File: src/rtl/branch_pred_pkg.sv
// Shared types and helpers for the branch predictors.
// Latency: n/a (package only).
// Backpressure: n/a.
package branch_pred_pkg;

  typedef enum logic {
    INIT = 1'b0,
    RUN  = 1'b1
  } state_t;

  // Counters sweep to strongly-not-taken.
  localparam logic [3:0] CNT_RESET = 4'd0;

  // Saturating up/down step for a counter of 'width' bits (1..4).
  function automatic logic [3:0] sat_update(input logic [3:0] counter,
                                            input logic taken,
                                            input int unsigned width);
    logic [3:0] cmax;
    cmax = 4'((32'd1 << width) - 32'd1);
    if (taken) begin
      sat_update = (counter >= cmax) ? cmax : counter + 4'd1;
    end else begin
      sat_update = (counter == 4'd0) ? 4'd0 : counter - 4'd1;
    end
  endfunction

endpackage

File: src/rtl/btb_array.sv
// Branch target buffer: {valid, tag, target} per entry, swept clear, tag compare on read.
// Latency: read combinational; write visible the cycle after the write edge.
// Backpressure: none; one write per cycle, clear takes priority over write.
module btb_array
  import branch_pred_pkg::*;
#(
  parameter int INDEX_WIDTH = 6,
  parameter int OFFSET      = 2,
  parameter int TAG_WIDTH   = 8
) (
  input  logic                   clock,
  input  logic                   clear_en,
  input  logic [INDEX_WIDTH-1:0] clear_index,
  input  logic                   write_en,
  input  logic [31:0]            write_addr,
  input  logic [31:0]            write_target,
  input  logic [31:0]            read_addr,
  input  logic                   read_en,
  output logic                   hit,
  output logic [31:0]            target
);

  localparam int ENTRIES = 1 << INDEX_WIDTH;

  logic                 valid_mem  [ENTRIES];
  logic [TAG_WIDTH-1:0] tag_mem    [ENTRIES];
  logic [31:0]          target_mem [ENTRIES];

  logic [INDEX_WIDTH-1:0] w_index, r_index;
  logic [TAG_WIDTH-1:0]   w_tag, r_tag;
  logic                   unused_btb;

  assign w_index = write_addr[INDEX_WIDTH+OFFSET-1:OFFSET];
  assign w_tag   = write_addr[OFFSET+INDEX_WIDTH+TAG_WIDTH-1:OFFSET+INDEX_WIDTH];
  assign r_index = read_addr[INDEX_WIDTH+OFFSET-1:OFFSET];
  assign r_tag   = read_addr[OFFSET+INDEX_WIDTH+TAG_WIDTH-1:OFFSET+INDEX_WIDTH];
  assign unused_btb = ^{write_addr, read_addr};

  // Sweep clears one valid bit per cycle; otherwise install taken branches.
  always_ff @(posedge clock) begin
    if (clear_en) begin
      valid_mem[clear_index] <= 1'b0;
    end else if (write_en) begin
      valid_mem[w_index]  <= 1'b1;
      tag_mem[w_index]    <= w_tag;
      target_mem[w_index] <= write_target;
    end
  end

  // Hit only when initialised, valid and tag matches; target zero on miss.
  always_comb begin
    hit    = read_en && valid_mem[r_index] && (tag_mem[r_index] == r_tag);
    target = hit ? target_mem[r_index] : 32'd0;
  end

endmodule

File: src/rtl/gshare_predictor.sv
// Gshare direction predictor (PHT indexed by PC xor GHR) with optional BTB (GSHARE_PREDICTOR_BTB_EN).
// Latency: prediction combinational; updates and GHR shift visible the next cycle; ready after 2^INDEX_WIDTH sweep cycles.
// Backpressure: none; updates are dropped while ready is low.
module gshare_predictor
  import branch_pred_pkg::*;
#(
  parameter int INDEX_WIDTH   = 6,
  parameter int OFFSET        = 2,
  parameter int COUNTER_WIDTH = 2,
  parameter int HISTORY_WIDTH = 6,
  parameter int TAG_WIDTH     = 8
) (
  input  logic        clock,
  input  logic        reset,
  input  logic [31:0] addressToPredict,
  output logic        prediction,
  output logic [(HISTORY_WIDTH > 0 ? HISTORY_WIDTH : 1)-1:0] predictHistory,
  output logic        ready,
  input  logic        updateEnable,
  input  logic [31:0] addressToWrite,
  input  logic [(HISTORY_WIDTH > 0 ? HISTORY_WIDTH : 1)-1:0] updateHistory,
  input  logic        branchoutcome,
  input  logic [31:0] branchTarget,
  output logic [31:0] predictedTarget,
  output logic        targetHit
);

  localparam int HW      = (HISTORY_WIDTH > 0) ? HISTORY_WIDTH : 1;
  localparam int ENTRIES = 1 << INDEX_WIDTH;
  localparam logic [INDEX_WIDTH-1:0] LAST_INDEX = INDEX_WIDTH'(ENTRIES - 1);

  state_t                   state, state_next;
  logic [INDEX_WIDTH-1:0]   sweep_index, sweep_next;
  logic [COUNTER_WIDTH-1:0] pht [ENTRIES];
  logic [HW-1:0]            ghr;
  logic [INDEX_WIDTH-1:0]   pred_hist_ext, upd_hist_ext, pred_index, upd_index;
  logic [COUNTER_WIDTH-1:0] pred_counter, upd_counter;
  logic [3:0]               upd_wide;
  logic                     accept;
  logic                     unused_top;

  assign ready          = (state == RUN);
  assign accept         = updateEnable && ready;
  assign predictHistory = ghr;
  assign unused_top     = ^{addressToPredict, addressToWrite, branchTarget, updateHistory};

  generate
    if (HISTORY_WIDTH > 0) begin : g_hist
      assign pred_hist_ext = INDEX_WIDTH'(ghr);
      assign upd_hist_ext  = INDEX_WIDTH'(updateHistory);
      // Non-speculative history: shift in each accepted resolved outcome.
      always_ff @(posedge clock) begin
        if (reset) begin
          ghr <= '0;
        end else if (accept) begin
          ghr <= HW'({ghr, branchoutcome});
        end
      end
    end else begin : g_no_hist
      assign pred_hist_ext = '0;
      assign upd_hist_ext  = '0;
      assign ghr           = '0;
    end
  endgenerate

  assign pred_index   = addressToPredict[INDEX_WIDTH+OFFSET-1:OFFSET] ^ pred_hist_ext;
  assign upd_index    = addressToWrite[INDEX_WIDTH+OFFSET-1:OFFSET] ^ upd_hist_ext;
  assign pred_counter = pht[pred_index];
  assign prediction   = ready & pred_counter[COUNTER_WIDTH-1];

  // Next counter value for the resolved branch.
  always_comb begin
    upd_wide    = sat_update(4'(pht[upd_index]), branchoutcome, COUNTER_WIDTH);
    upd_counter = upd_wide[COUNTER_WIDTH-1:0];
  end

  // PHT write port: sweep clear during INIT, resolved-branch update in RUN.
  always_ff @(posedge clock) begin
    if (state == INIT) begin
      pht[sweep_index] <= COUNTER_WIDTH'(CNT_RESET);
    end else if (accept) begin
      pht[upd_index] <= upd_counter;
    end
  end

  // FSM state and sweep pointer registers.
  always_ff @(posedge clock) begin
    if (reset) begin
      state       <= INIT;
      sweep_index <= '0;
    end else begin
      state       <= state_next;
      sweep_index <= sweep_next;
    end
  end

  // Sweep every entry once, then run until the next reset.
  always_comb begin
    state_next = state;
    sweep_next = sweep_index;
    if (state == INIT) begin
      sweep_next = sweep_index + 1'b1;
      if (sweep_index == LAST_INDEX) begin
        state_next = RUN;
      end
    end
  end

`ifdef GSHARE_PREDICTOR_BTB_EN
  btb_array #(
    .INDEX_WIDTH (INDEX_WIDTH),
    .OFFSET      (OFFSET),
    .TAG_WIDTH   (TAG_WIDTH)
  ) u_btb (
    .clock        (clock),
    .clear_en     (state == INIT),
    .clear_index  (sweep_index),
    .write_en     (accept && branchoutcome),
    .write_addr   (addressToWrite),
    .write_target (branchTarget),
    .read_addr    (addressToPredict),
    .read_en      (ready),
    .hit          (targetHit),
    .target       (predictedTarget)
  );
`else
  assign targetHit       = 1'b0;
  assign predictedTarget = 32'd0;
`endif

endmodule

File: config.mk
export PLATFORM = sky130hd
export DESIGN_NAME = gshare_predictor
export DESIGN_NICKNAME = d
export VERILOG_FILES = /design/src/rtl/branch_pred_pkg.sv /design/src/rtl/btb_array.sv /design/src/rtl/gshare_predictor.sv
export SDC_FILE = /design/constraint.sdc
export NUM_CORES = 1
export LEC_CHECK = 0
export ABC_AREA = 1
export BUFFER_PORTS_ARGS = -buffer_cell sky130_fd_sc_hd__buf_4
export CAP_MARGIN = 10
export CORE_ASPECT_RATIO = 0.6
export CORE_MARGIN = 10
export CORE_UTILIZATION = 55
export CTS_CLUSTER_SIZE = 8
export DETAILED_ROUTE_END_ITERATION = 12
export PLACE_DENSITY = 0.8
export SYNTH_ARGS = -nofsm -noshare
export SYNTH_HDL_FRONTEND = slang
export SYNTH_HIERARCHICAL = 1
export SYNTH_SLANG_ARGS = --single-unit
File: constraint.sdc
create_clock -name clock -period 2.76 [get_ports clock]
set_input_delay 0.138 -clock clock [delete_from_list [all_inputs] [get_ports clock]]
set_output_delay 0.138 -clock clock [all_outputs]
set_load 0.01 [all_outputs]
== Yosys cells after proc, flatten, opt, wreduce, memory -nomap -nowiden ==
Memory sizes are Yosys's and may differ from the RTL's.
Cells that the tools add are included.
Storage, ports and cells
  bits in writable memories: 128
  flip-flop bits (word level): 13
  memories: 1
  output and inout port bits: 41
  logic and storage cells: 27
Cells by class
  reductions and logical operators: 3
  bitwise logic cells: 3
  mux-type cells: 12
  add/sub/neg operators: 3
  magnitude comparators: 1
  equal/unequal tests: 1
Memory list
  pht: depth 64, bits a word 2, rd ports 2, clocked after Yosys merged registers in 0, write ports 1, line gshare_predictor.sv:34  | logic [COUNTER_WIDTH-1:0] pht [ENTRIES];
Operator list (number)
  $xor 6x6->6: 2
  $mux 2: 4
  $mux 1: 7
  $add 6x1->6 const B: 1
  $eq 6x6->1 const B: 1
  $mux 6: 1
  $add 2x1->2 const B: 1
  $ge 2x2->1 const B: 1
  $logic_not 2->1: 1
  $reduce_or 2->1: 1
  $sub 2x1->2 const B: 1
  $and 1x1->1: 1
  $logic_and 1x1->1: 1

== Longest topological paths before layout ==
Gate-level depths: netlist of run 1.
  depth in word-level cells: 6
  mapped depth: 16
  gate-level depth less buffers: 14

== Least setup slack after synthesis of run 1 ==
No wires, ideal clock.
  kind: input to register
  start: input updateHistory[0] (netlist name)
  end: memory pht[0][1], data pin
  setup slack: 508 ps
  stages: 15
  arrival: 1909 ps
  buffers on the path: 2
  setup time: 343 ps
  required time: 2417 ps
  cells stage by stage: inv_2 nand2_1 nand2_1 buf_4 buf_6 nand2_1 nand3_1 nand3_1 nand3_1 nand3_1 nand3_1 nand3_1 nand2_1 nand2_1 inv_1
On the way
  word-level cells in the longest chain between the ends: 6
  elaborated cells on any way between the ends: 10
  classes of those cells: add/sub (2); order compare (1); mux (4); bitwise (1); reduce/logical (1); memory (1)
RTL lines
  start, declared: line gshare_predictor.sv:21  | input logic [(HISTORY_WIDTH > 0 ? HISTORY_WIDTH : 1)-1:0] updateHistory,
  $xor 6x6->6 *: line gshare_predictor.sv:67  | assign upd_index = addressToWrite[INDEX_WIDTH+OFFSET-1:OFFSET] ^ upd_hist_ext;
  $mem_v2 64x2 *
  $sub 2x1->2 (tied with other cells): line branch_pred_pkg.sv:23  | sat_update = (counter == 4'd0) ? 4'd0 : counter - 4'd1;
  $mux 2 (on tied branches): line branch_pred_pkg.sv:23, branch_pred_pkg.sv:21
  $mux 2 *: line branch_pred_pkg.sv:20  | if (taken) begin
  $mux 2 (no line) *
  end, declared: line gshare_predictor.sv:34
Every way passes the cells marked *; elsewhere a longest branch is shown, timed or not.

== Final worst setup path of run 1 ==
  start: register ghr[1], in the netlist predictHistory[1]
  end: output prediction
On the way
  word-level cells in the longest chain between the ends: 3
RTL lines
  start, declared: line gshare_predictor.sv:35  | logic [HW-1:0] ghr;
  start signal, assigned: line gshare_predictor.sv:56  | ghr <= HW'({ghr, branchoutcome});
  $xor 6x6->6: line gshare_predictor.sv:66  | assign pred_index = addressToPredict[INDEX_WIDTH+OFFSET-1:OFFSET] ^ pred_hist_ext;
  $mem_v2 64x2
  $and 1x1->1: line gshare_predictor.sv:69  | assign prediction = ready & pred_counter[COUNTER_WIDTH-1];
  end, declared: line gshare_predictor.sv:16  | output logic prediction,
No other way between the ends.

==> results of run 1 <==
-- logic make-up (layout without fill, tap and decap cells) --
family,count (synthesis),after routing,share of synthesized area
AND/OR/NAND/NOR,515,515,0.313
flip-flops,141,141,0.572
buffers and inverters,91,125,0.0761
AO/OA/AOI/OAI,21,21,0.0169
XOR/XNOR,12,12,0.0199
adder cells (fa/ha/maj),1,1,0.00174
other,1,33,0.000522
-- power by group --
group / internal (mW) / switching, mW / leakage [nW]
logic: 0.193 / 0.401 / 1.52
registers: 2.31 / 0.00821 / 1.43
clock network: 1.61 / 0.863 / 0.308
total: 4.11 / 1.27 / 3.25
-- per-layer routing --
layer | track usage | share of wire | vias to the layer above | wire [um]
li1 | - | - | 2736 | -
met1 | 0.298 | 0.39 | 2755 | 7780
met2 | 0.328 | 0.44 | 420 | 8810
met3 | 0.0670 | 0.15 | 51 | 2920
met4 | 0.0780 | 0.024 | 0 | 478
met5 | 0 | 0 | - | 0
-- area by class of cell --
class                      count  share of cell area
clock buffer                  22              0.0582
clock inverter                10              0.0194
sequential                   141               0.494
tap                          170              0.0256
timing repair buffer          65              0.0659
inverter                      28              0.0131
multi-input combinational    582               0.324
-- layout by cell type (no fill, tap or decap), drive strengths merged --
cell type / instances
nand2: 220
inv: 26
o21ai: 14
bufinv: 4
clkinv: 4
nor4: 6
clkbuf: 22
xor2: 2
buf: 64
or2: 1
dlygate4sd3: 1
nor2: 76
clkinvlp: 4
a31oi: 1
ha: 1
conb: 33
nand3: 200
dfxtp: 13
nor3: 5
xnor2: 10
edfxtp: 128
nand4: 7
a21oi: 6
-- through the flow --
step	area (um^2)	util	std cells	worst slack, ns
6_report	8310	0.649	1018	0.106
5_1_grt	8310	0.649	1018	-0.0333
4_1_cts	8270	0.645	1015	0.0532
3_5_place_dp	7590	0.593	982	0.0995
3_3_place_gp	7590	0.593	982	0.112
2_1_floorplan	7300	-	814	0.508
-- registers in the layout, summed over array words and instances, names as in the netlist --
register	cells
pht	128
predictHistory	6
ready	1
sweep_index	6
-- worst register-to-register path: cells and delay by family (launching register included) --
kind	cells	cell delay [ns]
AOI/OAI and AO/OA	1	0.55
and+or+nand+nor	4	0.79
DFF	1	0.50
buffers and inverters	2	0.38
-- repair_timing --
| item | in CTS | in global routing |
|---|---|---|
| pin swaps | 0 | 1 |
| hold endpoints to repair | 5 | 0 |
| endpoints found under the setup margin | 1 | 5 |
| buffers inserted | 0 | 3 |
| resized for setup | 2 | 5 |
| hold buffers | 1 | 0 |
-- worst max path at each step --
stage	startpoint	end	slack, ns	cells past startpoint
2_1_floorplan	updateHistory[0]	pht[0][1]	0.51	15
4_1_cts	predictHistory[1]	prediction	0.05	11
6_report	predictHistory[1]	prediction	0.11	10
3_5_place_dp	predictHistory[2]	prediction	0.1	9
3_3_place_gp	predictHistory[2]	prediction	0.11	9
5_1_grt	predictHistory[1]	prediction	-0.03	11
==> flow_metrics.tcl, run 1 <==
set metrics [dict create \
    outcome "finished, final reports clean" \
    finalClockSkew_ns 0.0107 \
    starting_density_of_the_core 0.560 \
    die_width_um 168 \
    whs_ns 0.0304 \
    leakagePower_nw 3.25 \
    worstSkewPairLatency_ns 0.42 \
    die-area_um2 18200 \
    core-area_um2 12800 \
    setup-violations-final 0 \
    synth_top_cell_area_share 0.535 \
    cp_max_fo 10 \
    leading_post_synthesis_cells_by_cell_area "sky130_fd_sc_hd__edfxtp_1 (54%), sky130_fd_sc_hd__nand3_1 (14%), sky130_fd_sc_hd__nand2_1 (11%)" \
    total_inserted_antenna_cells 0 \
    cp_data_required_time_ns 2.62 \
    timing_max_transition_violations_final 0 \
    max-vdd-ir-drop_mv 0.445 \
    chipHeight_um 109 \
    ctsLongestPathBuffers 2 \
    placement.io_buffers 29 \
    ant_nets 0 \
    timing.rr.start "ready" \
    max_cap_violations 0 \
    area_growth_syn_to_layout_pct 15.8 \
    post_synth_num_cell_types 31 \
    crit_family "simple AND/OR/NAND/NOR gates" \
    via_count 5962 \
    final_hold_violating_endpoints 0 \
    largest_net_degree_at_the_start_of_global_routing 65 \
    totalNegativeSetupSlack_ns 0 \
    min_delay_worst_endpoint "predictHistory[0]" \
    synth.top_cells.by_count "sky130_fd_sc_hd__nand2_1 (216), sky130_fd_sc_hd__nand3_1 (199), sky130_fd_sc_hd__edfxtp_1 (128)" \
    critPathMaxStageDelay_ns 0.40 \
    clkSinkCount 141 \
    power_density_nw_per_um2 647 \
    row_count 32 \
    dp.final_hpwl_um 12800 \
    wl_um 20000 \
    global_route_wire_length_before_repair_um 31600 \
    synth-warning-count 6 \
    most_frequently_used_flop_master_after_synthesis "sky130_fd_sc_hd__edfxtp_1" \
    postSynthCellCount 782 \
    routabilityCongestion 0.942 \
    grt_antenna_before_repair 0 \
    final_nets 942 \
    layout_min_cycle_time_ns 2.65 \
    timing.critical_path.cells "xnor2_4 > buf_6 > nand3_1 > nand3_1 > nand2_1 > a31oi_1 > nor2_1 > nor3_1 > nor2_1 > buf_4" \
    tritoncts.num_buffers 17 \
    synth-edff-count 128 \
    cts-root-buf "sky130_fd_sc_hd__clkbuf_16" \
    r2r_end "pht[14][0]" \
    detail_route.wl_per_cell_um 19.6 \
    synth.most_common_cell "sky130_fd_sc_hd__nand2_1" \
    tritoncts_clock_tree "built" \
    cp.arrival_ns 2.52 \
    p_total_mw 5.38 \
    synth.yosys.seq_area_share 0.572 \
    holdPathStages 3 \
    vias_in_the_first_global_route 5780 \
    synthDominantAreaCellType "sky130_fd_sc_hd__edfxtp_1" \
    worst_tran_pin_value_ns 0.546 \
    multiInputGateArea_um2 2690 \
    postSynthRegisterBits 141 \
    nFillCells 978 \
    pin_count 147 \
    cp_num_buf_inv 2 \
    layout-drive-gt1-share 0.138 \
    globalRouteTotalUtil 0.219 \
    post-route-period-util 0.962 \
    crit_slowest_cell "sky130_fd_sc_hd__xnor2_4" \
    worst_setup_path_start_kind "flop" \
    timing.fmax_mhz 377 \
    via_per_inst 5.86 \
    hold_path_class "in2reg" \
    postSynthAreaPerCell_um2 9.18 \
    r2r_cells 7 \
    timing.slew.headroom 0.633 \
    final-seq-area_um2 4100 \
    worstSetupEndpointType "output port" \
    asyncSetResetFlopFracSynth 0 \
    clkSlewWorstSetupHoldPaths_ns 0.06 \
    overflow 0 \
    dr.first_iter.drc_count 1030 \
    first_pass_drt_iterations 8 \
    post_synth_instance_area_um2 7180 \
    htree_num_levels 4 \
    timing_worst_setup_path_type "reg2out" \
    drc 0 \
    reg2reg_setup_slack_ns 0.23 \
    worst_hold_startpoint "branchoutcome" \
]
(Power assumes the default switching activity.)
==> run 2, diff against run 1 <==
--- a/config.mk
+++ b/config.mk
@@ -14,6 +14,7 @@
 export CTS_CLUSTER_SIZE = 8
 export DETAILED_ROUTE_END_ITERATION = 12
 export PLACE_DENSITY = 0.8
+export REMOVE_ABC_BUFFERS = 1
 export SYNTH_ARGS = -nofsm -noshare
 export SYNTH_HDL_FRONTEND = slang
 export SYNTH_HIERARCHICAL = 1
==> run 2 against run 1 <==
Effect of this change:
- setup slack better by 0.023 ns
- non-clock buffer count down 9
- first-iteration DRC count up 6.4%
- sequential power about the same
- combinational power up 3%
- clock power down 11%
- flip-flop and latch count unchanged
- clock skew down 0.0019 ns
- die area unchanged
- critical path depth up 4
- design area down 2.0%
- utilization down 1.3 points
==> flow_metrics.tcl, run 2 (same netlist as run 1, synthesis figures left out) <==
set metrics [dict create \
    via_count 6077 \
    global_route_wire_length_before_repair_um 31500 \
    ctsLongestPathBuffers 2 \
    vias_in_the_first_global_route 5751 \
    totalNegativeSetupSlack_ns 0 \
    layout_common_cells "sky130_fd_sc_hd__nand2_1 (215), sky130_fd_sc_hd__nand3_1 (199), sky130_fd_sc_hd__edfxtp_1 (128)" \
    core-area_um2 12800 \
    chipHeight_um 109 \
    layout-drive-gt1-share 0.123 \
    worst_setup_path_start_kind "flop" \
    power_density_nw_per_um2 629 \
    clkSinkCount 141 \
    worstSetupEndpointType "output port" \
    ant_nets 0 \
    hold_path_class "in2reg" \
    nFillCells 999 \
    grt_antenna_before_repair 0 \
    pin_count 147 \
    leakagePower_nw 3.17 \
    dp.final_hpwl_um 13000 \
    final-instance-count-excl-fill 1009 \
    post-route-period-util 0.953 \
    pwr-share-clk 0.428 \
    outcome "finished, final reports clean" \
    placed_cells_incl_taps 976 \
    finalCoreUtilization 0.636 \
    power.switching_fraction 0.253 \
    max-vdd-ir-drop_mv 0.421 \
    post-cts-setup-buffer-count 0 \
    biggest_register "pht" \
    die_width_um 168 \
    htree_num_levels 4 \
    largest_reg_flops 128 \
    starting_density_of_the_core 0.560 \
    via_per_inst 6.02 \
    area_growth_syn_to_layout_pct 13.4 \
    layout_min_cycle_time_ns 2.63 \
    first_pass_drt_iterations 6 \
    rsz0062_at_grt "no" \
    dr.first_iter.drc_count 1096 \
    max_cap_violations 0 \
    clkSlewWorstSetupHoldPaths_ns 0.06 \
    detail_route.wl_per_cell_um 20.2 \
    globalRouteTotalUtil 0.222 \
    cp.arrival_ns 2.49 \
    timing_max_transition_violations_final 0 \
    finalClockSkew_ns 0.00878 \
    p_total_mw 5.12 \
    placement.io_buffers 29 \
    worst_tran_pin_value_ns 0.674 \
    final_hold_violating_endpoints 0 \
    timing.fmax_mhz 380 \
    worstSkewPairLatency_ns 0.42 \
    timing_worst_setup_path_type "reg2out" \
    row_count 32 \
    total_inserted_antenna_cells 0 \
    comb_power_share 0.119 \
    drc 0 \
    routabilityCongestion 0.934 \
    layout_commonest_cell "sky130_fd_sc_hd__nand2_1" \
    cp_data_required_time_ns 2.62 \
    cts-root-buf "sky130_fd_sc_hd__clkbuf_16" \
    wl_um 20400 \
    overflow 0 \
    netSwitchingPower_mw 1.29 \
    cellInternalPower_mw 3.83 \
    timing.slew.headroom 0.547 \
    tritoncts.num_buffers 17 \
    tritoncts_clock_tree "built" \
    final_nets 933 \
    die-area_um2 18200 \
    setup-violations-final 0 \
    cp_max_fo 32 \
    pwr-share-seq 0.453 \
    largest_net_degree_at_the_start_of_global_routing 65 \
]
==> run 2: changes by cell type in the layout (fill, tap and decap cells not counted), moves of 2 or more <==
cell	previous run	this run
sky130_fd_sc_hd__buf_12	4	6
sky130_fd_sc_hd__buf_4	58	49
sky130_fd_sc_hd__clkbuf_8	4	0
sky130_fd_sc_hd__xnor2_4	3	1
sky130_fd_sc_hd__bufinv_16	4	2
sky130_fd_sc_hd__buf_6	2	0
sky130_fd_sc_hd__clkbuf_1	1	4
sky130_fd_sc_hd__clkinv_2	2	4
==> run 2: critical path, stage by stage, from the launching register on <==
cell	delay, ns
sky130_fd_sc_hd__dfxtp_1	0.41
sky130_fd_sc_hd__inv_1	0.08
sky130_fd_sc_hd__nand2_1	0.06
sky130_fd_sc_hd__nand2_1	0.06
sky130_fd_sc_hd__inv_1	0.05
sky130_fd_sc_hd__buf_4	0.40
sky130_fd_sc_hd__nand2_1	0.16
sky130_fd_sc_hd__nand3_1	0.16
sky130_fd_sc_hd__nand3_1	0.09
sky130_fd_sc_hd__nand3_1	0.13
sky130_fd_sc_hd__nand2_1	0.07
sky130_fd_sc_hd__nor2_1	0.08
sky130_fd_sc_hd__nor3_1	0.06
sky130_fd_sc_hd__nor2_1	0.10
sky130_fd_sc_hd__buf_4	0.13
==> run 2: what timing repair did <==
item,4_1_cts,5_1_grt
hold buffers,1,0
gates resized for setup,0,0
endpoints found under the hold margin,5,0
==> run 2: final timing paths <==
path                startpoint                 to  slack [ns]  depth (start not counted)
min reg2reg     sweep_index[3]     sweep_index[3]        0.52                          2
min              branchoutcome  predictHistory[0]        0.03                          3
max reg2reg              ready         pht[39][0]        0.36                          6
max          predictHistory[0]         prediction        0.13                         14
==> run 2: power by group through the flow <==
| stage | logic (mW) | clock network (mW) | registers (mW) |
|---|---|---|---|
| finish | 0.610 | 2.19 | 2.32 |
| global route | 0.652 | 2.30 | 2.32 |
| CTS | 0.587 | 2.19 | 2.32 |
| detailed placement | 0.581 | 0 | 2.36 |
| global placement | 0.571 | 0 | 2.36 |
| floorplan | 0.337 | 0 | 2.36 |
==> run 2: per-layer routing <==
metal  routed length (um)  track usage
met1                 7640        0.298
met2                 9010        0.340
met3                 3220       0.0663
met4                  515       0.0780
met5                    0            0
==> run 2: per-stage QoR <==
stage                     cell area (um^2)  hold WS (ns)  setup WS, ns
after floorplan                       6860         0.207        -0.120
after global placement                7570         0.358         0.447
after detailed placement              7570         0.360         0.403
after CTS                             8140        0.0257         0.225
after global routing                  8140        0.0424        0.0255
final                                 8140        0.0324         0.129
==> run 2: area by class of cell <==
class | instances | area, um^2 | share of cell area
Clock buffer | 21 | 440 | 0.0541
Clock inverter | 11 | 120 | 0.0147
Inverter | 28 | 105 | 0.0129
Multi-Input combinational cell | 582 | 2660 | 0.327
Sequential cell | 141 | 4100 | 0.504
Tap cell | 170 | 213 | 0.0261
Timing Repair Buffer | 56 | 498 | 0.0611
